--- src/rtl/rom_seq_reader_pkg.sv ---
// Shared types and defaults for the ROM sequential reader.
package rom_seq_reader_pkg;

  localparam int DEF_ADDR_W = 3;
  localparam int DEF_DATA_W = 16;
  localparam int ROM_DEPTH  = 1 << DEF_ADDR_W;

  typedef enum logic [1:0] {
    IDLE  = 2'd0,
    RUN   = 2'd1,
    DRAIN = 2'd2
  } state_t;

endpackage

--- src/rtl/rom_seq_fifo.sv ---
// First-word-fall-through output buffer with occupancy count.
module rom_seq_fifo
  import rom_seq_reader_pkg::*;
#(
  parameter int DEPTH  = 4,
  parameter int DATA_W = DEF_DATA_W,
  parameter int OCC_W  = $clog2(DEPTH + 1)
) (
  input  logic              clk,
  input  logic              rst,
  input  logic              push,
  input  logic [DATA_W-1:0] push_data,
  input  logic              pop,
  output logic [DATA_W-1:0] head,
  output logic [OCC_W-1:0]  occ,
  output logic              empty
);

  localparam int PTR_W = $clog2(DEPTH);

  logic [DATA_W-1:0] mem [DEPTH];
  logic [PTR_W-1:0]  wr_ptr;
  logic [PTR_W-1:0]  rd_ptr;
  logic              do_pop;

  function automatic logic [PTR_W-1:0] next_ptr(input logic [PTR_W-1:0] p);
    return (p == PTR_W'(DEPTH - 1)) ? '0 : p + PTR_W'(1);
  endfunction

  // Popping an empty buffer is a no-op; the reader never overflows it.
  assign do_pop = pop && (occ != '0);
  assign empty  = (occ == '0);
  // Head reads as zero when empty so a reset clears the visible word at once.
  assign head   = empty ? '0 : mem[rd_ptr];

  // Storage array; contents are meaningless outside the occupied window.
  always_ff @(posedge clk) begin
    if (push) mem[wr_ptr] <= push_data;
  end

  // Pointer and occupancy bookkeeping.
  always_ff @(posedge clk or posedge rst) begin
    if (rst) begin
      wr_ptr <= '0;
      rd_ptr <= '0;
      occ    <= '0;
    end else begin
      if (push)   wr_ptr <= next_ptr(wr_ptr);
      if (do_pop) rd_ptr <= next_ptr(rd_ptr);
      occ <= occ + OCC_W'(push) - OCC_W'(do_pop);
    end
  end

endmodule

--- src/rtl/rom_seq_reader.sv ---
// Burst address sequencer for a 1-cycle-latency synchronous ROM, with a
// small output buffer presenting the words on a valid/ready stream.
module rom_seq_reader
  import rom_seq_reader_pkg::*;
#(
  parameter int ADDR_W     = DEF_ADDR_W,
  parameter int DATA_W     = DEF_DATA_W,
  parameter int FIFO_DEPTH = 4
) (
  input  logic              clk,
  input  logic              rst,
  input  logic              start,
  input  logic [ADDR_W-1:0] base,
  input  logic [ADDR_W:0]   count,
  input  logic              loop,
  input  logic              stop,
  output logic [ADDR_W-1:0] rom_addr,
  input  logic [DATA_W-1:0] rom_data,
  output logic [DATA_W-1:0] out_data,
  output logic              out_valid,
  input  logic              out_ready,
  output logic              busy,
  output logic              done
);

  localparam int OCC_W = $clog2(FIFO_DEPTH + 1);

  state_t            state;
  logic [ADDR_W-1:0] base_r;
  logic [ADDR_W:0]   cnt_r;
  logic [ADDR_W:0]   remaining;
  logic              loop_r;
  // vld_pipe[0]: address issued last edge; vld_pipe[1]: ROM data valid now.
  logic [1:0]        vld_pipe;
  logic [OCC_W-1:0]  occ;
  logic [OCC_W:0]    used;
  logic              empty;
  logic              pop;
  logic              push;
  logic              issue;
  logic              drain_done;

  assign push = vld_pipe[1];
  assign pop  = out_valid && out_ready;

  // Slots already claimed: buffered words plus words still in the ROM pipe.
  // Same-cycle pops are deliberately not credited.
  assign used = (OCC_W+1)'(occ) + (OCC_W+1)'(vld_pipe[0]) + (OCC_W+1)'(vld_pipe[1]);

  // remaining == 0 while in RUN only happens in loop mode (pass reload).
  assign issue = (state == RUN) && !stop && (used < (OCC_W+1)'(FIFO_DEPTH))
                 && ((remaining != '0) || loop_r);

  // Look ahead so done lands on the very edge the last word leaves.
  assign drain_done = (state == DRAIN) && (vld_pipe == 2'b00)
                      && (empty || ((occ == OCC_W'(1)) && pop));

  // Burst control FSM: address generation, pipe tracking, busy/done.
  always_ff @(posedge clk or posedge rst) begin
    if (rst) begin
      state     <= IDLE;
      rom_addr  <= '0;
      base_r    <= '0;
      cnt_r     <= '0;
      remaining <= '0;
      loop_r    <= 1'b0;
      vld_pipe  <= '0;
      busy      <= 1'b0;
      done      <= 1'b0;
    end else begin
      done     <= 1'b0;
      vld_pipe <= {vld_pipe[0], 1'b0};
      case (state)
        IDLE: begin
          if (start) begin
            busy   <= 1'b1;
            base_r <= base;
            cnt_r  <= count;
            loop_r <= loop;
            if (count != '0) begin
              // First address goes out on the start edge itself.
              rom_addr    <= base;
              vld_pipe[0] <= 1'b1;
              remaining   <= count - (ADDR_W+1)'(1);
              state       <= ((count == (ADDR_W+1)'(1)) && !loop) ? DRAIN : RUN;
            end else begin
              state <= DRAIN;
            end
          end
        end
        RUN: begin
          if (stop) begin
            state <= DRAIN;
          end else if (issue) begin
            vld_pipe[0] <= 1'b1;
            if (remaining == '0) begin
              rom_addr  <= base_r;
              remaining <= cnt_r - (ADDR_W+1)'(1);
            end else begin
              rom_addr  <= rom_addr + ADDR_W'(1);
              remaining <= remaining - (ADDR_W+1)'(1);
              if ((remaining == (ADDR_W+1)'(1)) && !loop_r) state <= DRAIN;
            end
          end
        end
        DRAIN: begin
          if (drain_done) begin
            state <= IDLE;
            busy  <= 1'b0;
            done  <= 1'b1;
          end
        end
        default: state <= IDLE;
      endcase
    end
  end

  rom_seq_fifo #(
    .DEPTH  (FIFO_DEPTH),
    .DATA_W (DATA_W),
    .OCC_W  (OCC_W)
  ) u_fifo (
    .clk       (clk),
    .rst       (rst),
    .push      (push),
    .push_data (rom_data),
    .pop       (pop),
    .head      (out_data),
    .occ       (occ),
    .empty     (empty)
  );

  assign out_valid = !empty;

endmodule

--- config.mk ---
export PLATFORM = sky130hd
export DESIGN_NAME = rom_seq_reader
export DESIGN_NICKNAME = d
export VERILOG_FILES = /design/src/rtl/rom_seq_reader_pkg.sv /design/src/rtl/rom_seq_fifo.sv /design/src/rtl/rom_seq_reader.sv
export SDC_FILE = /design/constraint.sdc
export NUM_CORES = 1
export LEC_CHECK = 0
export ABC_AREA = 1
export CORE_AREA = 4 4 135 137
export DETAILED_ROUTE_END_ITERATION = 8
export DIE_AREA = 0 0 139 141
export PLACE_DENSITY = 0.47
export SETUP_SLACK_MARGIN = 0.05
export SLEW_MARGIN = 40
export SYNTH_ARGS = -nofsm -noshare
export SYNTH_HDL_FRONTEND = slang
export SYNTH_SLANG_ARGS = --single-unit
--- constraint.sdc ---
create_clock -name clk -period 1.93 [get_ports clk]
set_input_delay 0.579 -clock clk [delete_from_list [all_inputs] [get_ports clk]]
set_output_delay 0.579 -clock clk [all_outputs]
set_load 0.1 [all_outputs]
### Word-level counts from Yosys, hierarchy flattened

Memory sizes are Yosys's and may differ from the RTL's.
Index checks and enable logic that the tools add are counted.

| word-level totals | value |
|---|---|
| register bits after elaboration | 28 |
| bits in writable memories | 64 |
| bits of input ports | 29 |
| memories kept | 1 |

Memories:

| name | words | bits a word | rd ports | clocked after memory_dff | write ports | RTL line | text |
|---|---|---|---|---|---|---|---|
| u_fifo.mem | 4 | 16 | 1 | 0 | 1 | rom_seq_fifo.sv:21 | `logic [DATA_W-1:0] mem [DEPTH];` |

| cells by class | value |
|---|---|
| add/sub/neg operators | 10 |
| magnitude comparators | 1 |
| equality and inequality tests | 15 |
| muxes and demuxes | 36 |
| reduce and logical (&&, ||, !) cells | 29 |

Operators with widths:

| cell | count |
|---|---|
| $mux W2 | 10 |
| $mux W4 | 5 |
| $mux W16 | 1 |
| $mux W3 | 5 |
| $sub A4 B1 Y4 const B | 3 |
| $logic_and A1 B1 Y1 | 10 |
| $mux W1 | 10 |
| $ne A2 B2 Y1 const B | 5 |
| $reduce_and A5 Y1 | 2 |
| $eq A4 B1 Y1 const B | 2 |
| $pmux W4 S2 | 1 |
| $reduce_bool A4 Y1 | 2 |
| $eq A2 B2 Y1 const B | 3 |
| $ne A3 B3 Y1 const B | 2 |
| $pmux W2 S3 | 1 |
| $pmux W3 S2 | 1 |
| $add A2 B1 Y2 const B | 2 |
| $add A3 B1 Y4 | 1 |
| $add A4 B1 Y4 | 1 |
| $logic_not A1 Y1 | 4 |
| $logic_not A2 Y1 | 2 |
| $logic_not A4 Y1 | 1 |
| $lt A4 B3 Y1 const B | 1 |
| $pmux W1 S2 | 2 |
| 12 further kinds | 14 |

### Longest topological paths before layout

| depth | value |
|---|---|
| depth in word-level cells | 8 |
| mapped depth | 12 |
| gate-level depth less buffers | 11 |

### Hierarchy

A second synthesis with hierarchy kept.

| second synthesis, totals | value |
|---|---|
| cells, all modules | 485 |
| area total of the unflattened synthesis | 4,655.7 µm² |

By module, submodules not included:

| module | instances | cells each | area an instance (µm²) | seq. area each (µm²) |
|---|---|---|---|---|
| rom_seq_fifo | 1 | 306 | 3,274.4 | 2,097.0 |
| rom_seq_reader | 1 | 179 | 1,381.3 | 525.5 |

### Least setup slack after synthesis

Ideal clock, no wire load.

| timing path | value |
|---|---|
| path type | reg2out |
| start point | register u_fifo.rd_ptr[0] |
| end point | output port out_data[10] |
| arrival time | 2.430 ns |
| data required time | 1.351 ns |
| path slack | -1.079 ns |
| stages on the path, launching flop included | 6 |
| path buffers | 2 |
| cells stage by stage | dfrtp_1 -> buf_2 -> inv_2 -> clkbuf_1 -> o21ai_0 -> a21oi_1 |

| on the way | value |
|---|---|
| cells in the longest elaborated chain, start to end | 2 |

RTL lines:

| item | RTL line | text |
|---|---|---|
| start: declaration | rom_seq_fifo.sv:23 | `logic [PTR_W-1:0] rd_ptr;` |
| start signal: assignment | rom_seq_fifo.sv:49 | `if (do_pop) rd_ptr <= next_ptr(rd_ptr);` |
| $mem_v2 Z4 W16 | -- |  |
| $mux W16 | rom_seq_fifo.sv:34 | `assign head = empty ? '0 : mem[rd_ptr];` |
| end: declaration | rom_seq_reader.sv:19 | `output logic [DATA_W-1:0] out_data,` |

No other way between the ends.

### Worst setup path in the final report

Same ends and word-level chain as after synthesis.

==> impl_metrics.tcl <==
set metrics [dict create \
    clk_pin_slew_ps 60 \
    die_y_um 141 \
    slowest_delay_ps 460 \
    dp_hpwl_um 6720 \
    portBuffers 50 \
    utilization 0.353 \
    wl_per_cell_um 13.4 \
    die_w_um 139 \
    syn_inst 406 \
    syn_area_sq_um 4210 \
    seq_area_frac_synth 0.623 \
    via_count 3002 \
    max-clock-path-buffers 2 \
    violations "setup timing" \
    cp_max_fo 7 \
    syn_area_per_cell_sq_um 10.4 \
    dpl-instance-area_sq_um 5660 \
    setup_slack_ps -290 \
    grt_pass1_vias 3024 \
    slew_headroom 0.733 \
    htree_levels 3 \
    rsz0062_at_grt "true" \
    max_freq_ghz 0.450 \
    grt_first_pass_wirelength_um 15800 \
    cts.sink_count 92 \
    drive_above_1_share 0.251 \
    synth_fp_nets 452 \
    setup_violations 18 \
    maxCapViolCount 0 \
    cp_cell_sequence "inv_4 > buf_4 > o21ai_0 > a21oi_4 > buf_12" \
    synth_cell_types 32 \
    final-max-slew-violation-count 0 \
    cp-end-kind "primary output" \
    drtAntennaViolNets 0 \
    cp.required_ps 1350 \
    routabilityCongestion 0.792 \
    initial_core_util 0.247 \
    r2r.worst_path.cells 10 \
    overflow 0 \
    worst_pin_slew_ps 400 \
    drt_iter0_drc 106 \
    wl_um 9580 \
    arrival_ps 1640 \
    root_buffer "clkbuf_16" \
    ios 51 \
    clock_latency_ps 340 \
    cpMaxStageDelayCell "dfrtp_2" \
    first_pass_iters 4 \
    diodes 0 \
    period_share 1.15 \
    synth_seq_cells 92 \
    grt_usage 0.103 \
    whs_path_depth 0 \
    remaining_drc_errors 0 \
    antenna_found_initial 0 \
    nNetsFinal 532 \
    criticalPathCategory "register to primary output" \
    dieArea_sq_um 19600 \
    skew_ps 3.76 \
    hold_viol 0 \
    cts_buffers 9 \
    start_kind "register" \
    avgViaCountPerCell 4.19 \
    hold_class "register to register" \
    rows 48 \
    final_area_sq_um 6010 \
    tritoncts "done" \
    core_area_sq_um 17100 \
    grt_max_degree 29 \
    outcome "complete, but fails checks" \
    fillCellCount 1697 \
    yosysWarnings 0 \
    syn_to_final_growth_pct 42.8 \
    min_period_ps 2220 \
]
-- cells by family (layout without fill, tap and decap cells) --
| family | Yosys count | after routing | synth area share |
|---|---|---|---|
| AO/OA/AOI/OAI | 86 | 86 | 0.108 |
| buffers and inverters | 57 | 142 | 0.0559 |
| AND/OR/NAND/NOR | 149 | 149 | 0.151 |
| XOR/XNOR | 5 | 5 | 0.0104 |
| adder cells (fa/ha/maj) | 17 | 17 | 0.0523 |
| flip-flops | 92 | 92 | 0.623 |
-- what timing repair did --
| item | CTS | global route |
|---|---|---|
| cloned | 1 | 0 |
| endpoints found under the setup margin | 19 | 27 |
| pin swaps | 3 | 6 |
| hold buffers | 0 | 0 |
| endpoints found under the hold margin | 0 | 0 |
| gates resized for setup | 7 | 19 |
| setup buffers | 2 | 0 |
-- cell usage after synthesis, drive strengths merged --
| library cell | number | area share |
|---|---|---|
| nor2 | 80 | 0.077 |
| edfxtp | 64 | 0.46 |
| o21ai | 59 | 0.073 |
| nand2 | 51 | 0.050 |
| inv | 40 | 0.036 |
| dfrtp | 28 | 0.17 |
| a21oi | 21 | 0.025 |
| ha | 16 | 0.048 |
| nand3 | 14 | 0.018 |
| buf | 12 | 0.016 |
| clkbuf | 4 | 0.0036 |
| nor3 | 3 | 0.0048 |
| xor2 | 3 | 0.0062 |
| o22ai | 2 | 0.0030 |
| xnor2 | 2 | 0.0042 |
| a21o | 1 | 0.0018 |
| a31oi | 1 | 0.0015 |
| clkinv | 1 | 0.00089 |
| fa | 1 | 0.0048 |
| o21a | 1 | 0.0018 |
| o21bai | 1 | 0.0018 |
| or2 | 1 | 0.0015 |
-- placed cells by master (no fill, tap or decap), types with 4 or more instances in the layout --
master,count
o21ai_2,7
a21oi_4,13
nor2_1,76
o21ai_1,35
ha_1,14
inv_1,29
o21ai_0,17
clkbuf_16,9
clkdlybuf4s50_1,27
nand3_1,13
edfxtp_1,64
buf_12,28
inv_2,9
dfrtp_1,26
nand2_1,45
a21oi_1,5
buf_6,4
buf_4,24
-- critical path: cells and delay by family (launching register included) --
kind / cells / cell delay (ps)
AO/OA/AOI/OAI: 2 / 360
buffers and inverters: 3 / 480
flip-flops: 1 / 460
-- routing by layer --
metal / up-vias / wire length (um) / part of all wire / track usage
met4: 0 / 99 / 0.010 / 0.0278
met3: 8 / 398 / 0.042 / 0.0329
met1: 1417 / 4230 / 0.44 / 0.119
met2: 56 / 4860 / 0.51 / 0.185
met5: - / 0 / 0 / 0
li1: 1521 / - / - / -
-- cell type report --
cell class	count	area, sq um	area share
clock buffer	10	229	0.0381
clock inverter	6	46.3	0.00770
inverter	41	164	0.0273
multi-input combinational	257	1570	0.261
sequential	92	2630	0.437
tap	225	282	0.0468
timing repair buffer	85	1100	0.182
-- path summary, 6_finish.rpt --
path / endpoint / startpoint / slack, ps
setup / recovery: out_data[10] / u_fifo.rd_ptr[0]$_DFFE_PP0P_ / -290
min in group asynchronous: done$_DFF_PP0_ / rst / 630
max in group asynchronous: u_fifo.rd_ptr[0]$_DFFE_PP0P_ / rst / 990
hold / removal: vld_pipe[1]$_DFF_PP0_ / vld_pipe[0]$_DFF_PP0_ / 420
hold reg to reg: vld_pipe[1]$_DFF_PP0_ / vld_pipe[0]$_DFF_PP0_ / 420
setup reg to reg: u_fifo.occ[1]$_DFF_PP0_ / u_fifo.occ[1]$_DFF_PP0_ / -40
-- metrics by stage --
stage	setup TNS, ps	std cells	hold WS, ps	setup slack [ps]
global placement	-1230	697	401	-358
global route	-5620	716	439	-362
finish	-4260	716	419	-290
detailed placement	-1480	697	420	-394
floorplan	-5700	406	374	-479
CTS	-5260	716	434	-337
-- registers in the layout, summed over array words and instances, names as in the netlist --
name	count
vld_pipe	2
u_fifo.wr_ptr	2
u_fifo.mem	64
state	2
u_fifo.occ	3
u_fifo.rd_ptr	2
cnt_r	4
rom_addr	3
base_r	3
loop_r	1
remaining	4
done	1
busy	1
Power is left out: the tool's default activity adds up to more than one toggle a clock period on the data nets, which glitch-free logic cannot reach.
